==> src/rtl/xgmii_scrambler.sv <==
// xgmii_scrambler: self-synchronous 1+x^39+x^58 scrambler with a 2-entry skid buffer on a 32-bit datapath.
// Optional macro SCRAMBLER_BYPASS_EN adds i_bypass to pass words through unscrambled with the LFSR frozen.
module xgmii_scrambler #(
    parameter int          DATA_WIDTH = 32,
    parameter int          HDR_WIDTH  = 2,
    parameter logic [57:0] SEED       = 58'h3FF_FFFF_FFFF_FFFF
) (
    input  logic                  i_clk,
    input  logic                  i_reset_n,
    input  logic [DATA_WIDTH-1:0] i_encoded_data,
    input  logic [HDR_WIDTH-1:0]  i_sync_hdr,
    input  logic                  i_encoded_data_valid,
`ifdef SCRAMBLER_BYPASS_EN
    input  logic                  i_bypass,
`endif
    output logic                  o_scrambler_trdy,
    output logic [DATA_WIDTH-1:0] o_scrambled_data,
    output logic [HDR_WIDTH-1:0]  o_sync_hdr,
    output logic                  o_hdr_first,
    output logic                  o_scrambled_valid,
    input  logic                  i_gearbox_rdy,
    output logic                  o_hdr_err
);
    localparam int EW = DATA_WIDTH + HDR_WIDTH + 1;

    logic [57:0]           lfsr_q, lfsr_d, s;
    logic [DATA_WIDTH-1:0] scr;
    logic [EW-1:0]         head_q, head_d, tail_q, tail_d, entry;
    logic [1:0]            cnt_q, cnt_d;
    logic [HDR_WIDTH-1:0]  hdr_q, hdr_d, hdr_cur;
    logic                  trdy_q, phase_q, phase_d;
    logic                  push, pop, bypass;

`ifdef SCRAMBLER_BYPASS_EN
    assign bypass = i_bypass;
`else
    assign bypass = 1'b0;
`endif

    assign push    = i_encoded_data_valid & trdy_q;
    assign pop     = (cnt_q != 2'd0) & i_gearbox_rdy;
    assign hdr_cur = phase_q ? hdr_q : i_sync_hdr;

    // Bit 0 is scrambled first; s[0] always holds the most recent scrambled bit.
    always_comb begin
        s   = lfsr_q;
        scr = '0;
        for (int i = 0; i < DATA_WIDTH; i++) begin
            scr[i] = i_encoded_data[i] ^ s[38] ^ s[57];
            s      = {s[56:0], scr[i]};
        end
    end

    assign entry   = {~phase_q, hdr_cur, bypass ? i_encoded_data : scr};
    assign lfsr_d  = (push & ~bypass) ? s : lfsr_q;
    assign phase_d = phase_q ^ push;
    assign hdr_d   = (push & ~phase_q) ? i_sync_hdr : hdr_q;
    assign cnt_d   = cnt_q + {1'b0, push} - {1'b0, pop};

    // head is the output register; tail only fills while head is stalled.
    assign head_d = (pop & (cnt_q == 2'd2)) ? tail_q :
                    (push & (pop | (cnt_q == 2'd0))) ? entry : head_q;
    assign tail_d = (push & ((cnt_q == 2'd2) | ((cnt_q == 2'd1) & ~pop))) ? entry : tail_q;

    always_ff @(posedge i_clk or negedge i_reset_n) begin
        if (!i_reset_n) begin
            lfsr_q  <= SEED;
            head_q  <= '0;
            tail_q  <= '0;
            cnt_q   <= 2'd0;
            hdr_q   <= '0;
            phase_q <= 1'b0;
            trdy_q  <= 1'b0;
        end else begin
            lfsr_q  <= lfsr_d;
            head_q  <= head_d;
            tail_q  <= tail_d;
            cnt_q   <= cnt_d;
            hdr_q   <= hdr_d;
            phase_q <= phase_d;
            trdy_q  <= cnt_d < 2'd2;
        end
    end

    assign o_scrambler_trdy  = trdy_q;
    assign o_scrambled_valid = cnt_q != 2'd0;
    assign o_hdr_first       = head_q[EW-1];
    assign o_sync_hdr        = head_q[DATA_WIDTH +: HDR_WIDTH];
    assign o_scrambled_data  = head_q[DATA_WIDTH-1:0];
    assign o_hdr_err         = push & ~phase_q & ((i_sync_hdr == '0) | (i_sync_hdr == '1));
endmodule

==> config.mk <==
export PLATFORM = sky130hd
export DESIGN_NAME = xgmii_scrambler
export DESIGN_NICKNAME = d
export VERILOG_FILES = /design/src/rtl/xgmii_scrambler.sv
export SDC_FILE = /design/constraint.sdc
export NUM_CORES = 1
export LEC_CHECK = 0
export CAP_MARGIN = 0
export CORE_ASPECT_RATIO = 1.1
export CORE_UTILIZATION = 40
export DETAILED_ROUTE_END_ITERATION = 10
export PLACE_DENSITY = 0.66
export SLEW_MARGIN = 20
export SYNTH_ARGS = -nofsm -noshare
export SYNTH_HDL_FRONTEND = slang
export SYNTH_SLANG_ARGS = --single-unit
==> constraint.sdc <==
create_clock -name i_clk -period 2 [get_ports i_clk]
set_input_delay 0.6 -clock i_clk [delete_from_list [all_inputs] [get_ports i_clk]]
set_output_delay 0.6 -clock i_clk [all_outputs]
set_load 0.02 [all_outputs]
==> metrics.yaml <==
yosys:
  yosys.cell_count.top_type: "nand2_1"
  synth_area_leader_cell: "dfrtp_1"
  yosys_warnings: 0
  syn_inst: 516
  syn_nets: 555
  synth-seq-cells: 134
  synth.cell_area_um2: 5997
  avgSynthCellArea_um2: 11.62
  ys_seq_area_share_pct: 57.12
  yosys-top-cells-area: "dfrtp_1 32%, dfstp_2 25%, o21ai_0 7.9%"
  synth-edff-count: 0
  async_reset_ff_share_pct: 100.0
  synth_top_area_share_pct: 31.71
  synth_ff_type: "dfrtp_1"
  yosysUniqueCellTypes: 27
  yosys-top-cells-count: "102 x nand2_1, 95 x o21ai_0, 76 x dfrtp_1, 58 x dfstp_2, 36 x xnor2_1"
global_route:
  grt_pass1_wl_mm: 21.56
  grt_pass1_vias: 4143
  grt_max_degree: 36
  grt_usage_pct: 18.53
  overflow: 0
  grt_antenna_before_repair: 0
timing:
  finalHoldViolations: 0
  setup_viol: 0
  fmax_mhz: 506.7
  drv_slew: 0
  fin_worst_skew_ps: 8.228
  period_minus_slack_ps: 1974
  rsz0062_at_grt: "no"
  fin_crit_sh_pct: 98.68
  timing.slew.headroom_pct: 68.52
  tns_ps: 0
  worst_slew_pin_slew_ps: 467.2
run:
  cap_violations: 0
drt:
  first_iter_violations: 217
  wl_per_cell_um: 15.82
  routed_wl_mm: 13.13
  drc: 0
  vias: 3924
  drt_pass1_iterations: 4
  antenna_left: 0
  vias_per_cell: 4.728
layout:
  n_antenna_cell: 0
  fin_area_um2: 7861
  syn2layout_area_growth_pct: 31.09
  fin_nets: 664
  final_cells: 830
  drive_gt1_share_pct: 29.94
setup_path:
  reg2reg_to: "head_q[26]$_DFFE_PN0P_"
  crit_fanout: 2
  r2r_start: "cnt_q[0]$_DFF_PN0_"
  cp-start-kind: "input port"
  endpoint_kind: "output port"
  rr_worst_depth: 5
  cp_slowest_cell: "dlygate4sd2_1"
  crit_required_ps: 1400
  reg2reg_setup_slack_ps: 280
  crit_arrival_ps: 1370
  startpoint: "i_sync_hdr[1]"
  max_stage_delay_ps: 270
  crit_chain: "dlygate4sd2_1 -> xor2_2 -> nor3_4 -> buf_6"
  crit_type: "in -> out"
clock_tree:
  clk_latency_ps: 420
  cts_buffer_depth: 2
  clkTransAtPathRegs_ps: 50
  tritoncts: "built"
  htree_num_levels: 4
  cts_root_buf: "clkbuf_16"
  cts-buffers-inserted: 17
  cts_sinks: 134
run_status:
  status: "complete, no violations"
floorplan:
  die_area_um2: 15490
  ios: 76
  fp.dieW_um: 118.7
  fp-row-count: 46
  initial_utilization_pct: 41.35
  core-area_um2: 14500
  die_h_um: 130.4
placed_design:
  place.gp.congestion: 0.7832
  hpwl_mm: 9.522
  dpl_cell_area_um2: 7233
  io_buffer_count: 75
  post-place-cells: 796
power:
  p_leak_nw: 3.540
  power.density_nw_per_um2: 1873
  ir_drop_mv: 0.6479
hold_path:
  min_path_type: "in -> async"
## critical path, delay by kind of cell
family / cells / cell delay [ps]
simple gates: 1 / 170
buf+inv: 2 / 410
xor+xnor: 1 / 200
## how the worst max path moves through the flow
stage | to | slack [ps] | depth (start not counted)
floorplan | o_hdr_err | 4 | 4
detailed placement | o_hdr_err | -610 | 4
finish | o_hdr_err | 30 | 4
global placement | o_hdr_err | -610 | 4
global route | o_hdr_err | 0.5 | 4
CTS | o_scrambled_data[24] | 0.09 | 1
## flip-flops by register name, indices dropped and copies added (netlist names)
name / count
hdr_q: 2
head_q: 35
tail_q: 35
cnt_q: 2
phase_q: 1
lfsr_q: 58
o_scrambler_trdy: 1
## per-stage QoR
stage	setup slack (ps)	hold WS (ps)	total power [W]	util, %
after global placement	-614.6	461.7	0.01173	49.87
final	26.45	126.5	0.01473	54.20
after global routing	0.5402	139.5	0.01574	54.20
after floorplan	3.807	304.4	0.009250	-
after detailed placement	-614.8	469.6	0.01195	49.87
after CTS	0.08638	122.9	0.01493	53.79
## cells in the final DEF, fill, tap and decap left out, drive strengths merged
master	n
and2	1
and3b	1
buf	46
bufinv	2
clkbuf	23
clkdlybuf4s15	1
clkdlybuf4s50	36
clkinv	6
clkinvlp	1
dfrtp	76
dfstp	58
dlygate4sd2	15
dlymetal6s2s	21
ha	1
inv	2
mux2	63
mux2i	4
nand2	102
nor2	2
nor2b	1
nor3	1
nor3b	1
o21ai	103
or2	1
xnor2	36
xor2	34
## cell families (layout without fill, tap and decap cells)
group	Yosys count	count (layout)	synth area share (%)
flops	134	134	57.12
buf+inv	31	153	2.879
compound gates	103	103	8.909
simple gates	110	110	7.219
fa+ha+maj	1	1	0.2086
xor+xnor	70	70	10.22
mux	67	67	13.44
## cell type report
class | count | area [µm²]
clock buffer | 23 | 467.9
clock inverter | 9 | 101.3
fill | 1264 | 6643
inverter | 2 | 7.507
multi-input combinational | 351 | 2429
sequential | 134 | 3426
tap | 192 | 240.2
timing repair buffer | 119 | 1190
## power breakdown
part	internal, W	switching (W)
Combinational	0.00320	0.00311
Sequential	0.00449	0.000930
Clock	0.00189	0.00111
Total	0.00958	0.00514
## layer usage
layer	share of wire, %	global-route usage [%]	vias to the layer above
li1	-	-	1942
met1	46	23.38	1888
met2	49	31.48	79
met3	3.8	3.646	15
met4	1.5	7.669	0
met5	0	0	-
## what timing repair did
action / 4_1_cts / 5_1_grt
resized for setup: 25 / 21
pin swaps: 2 / 0
endpoints found under the setup margin: 14 / 22
setup buffers: 1 / 1
hold buffers: 0 / 0
Power figures use the tool's default switching activity.
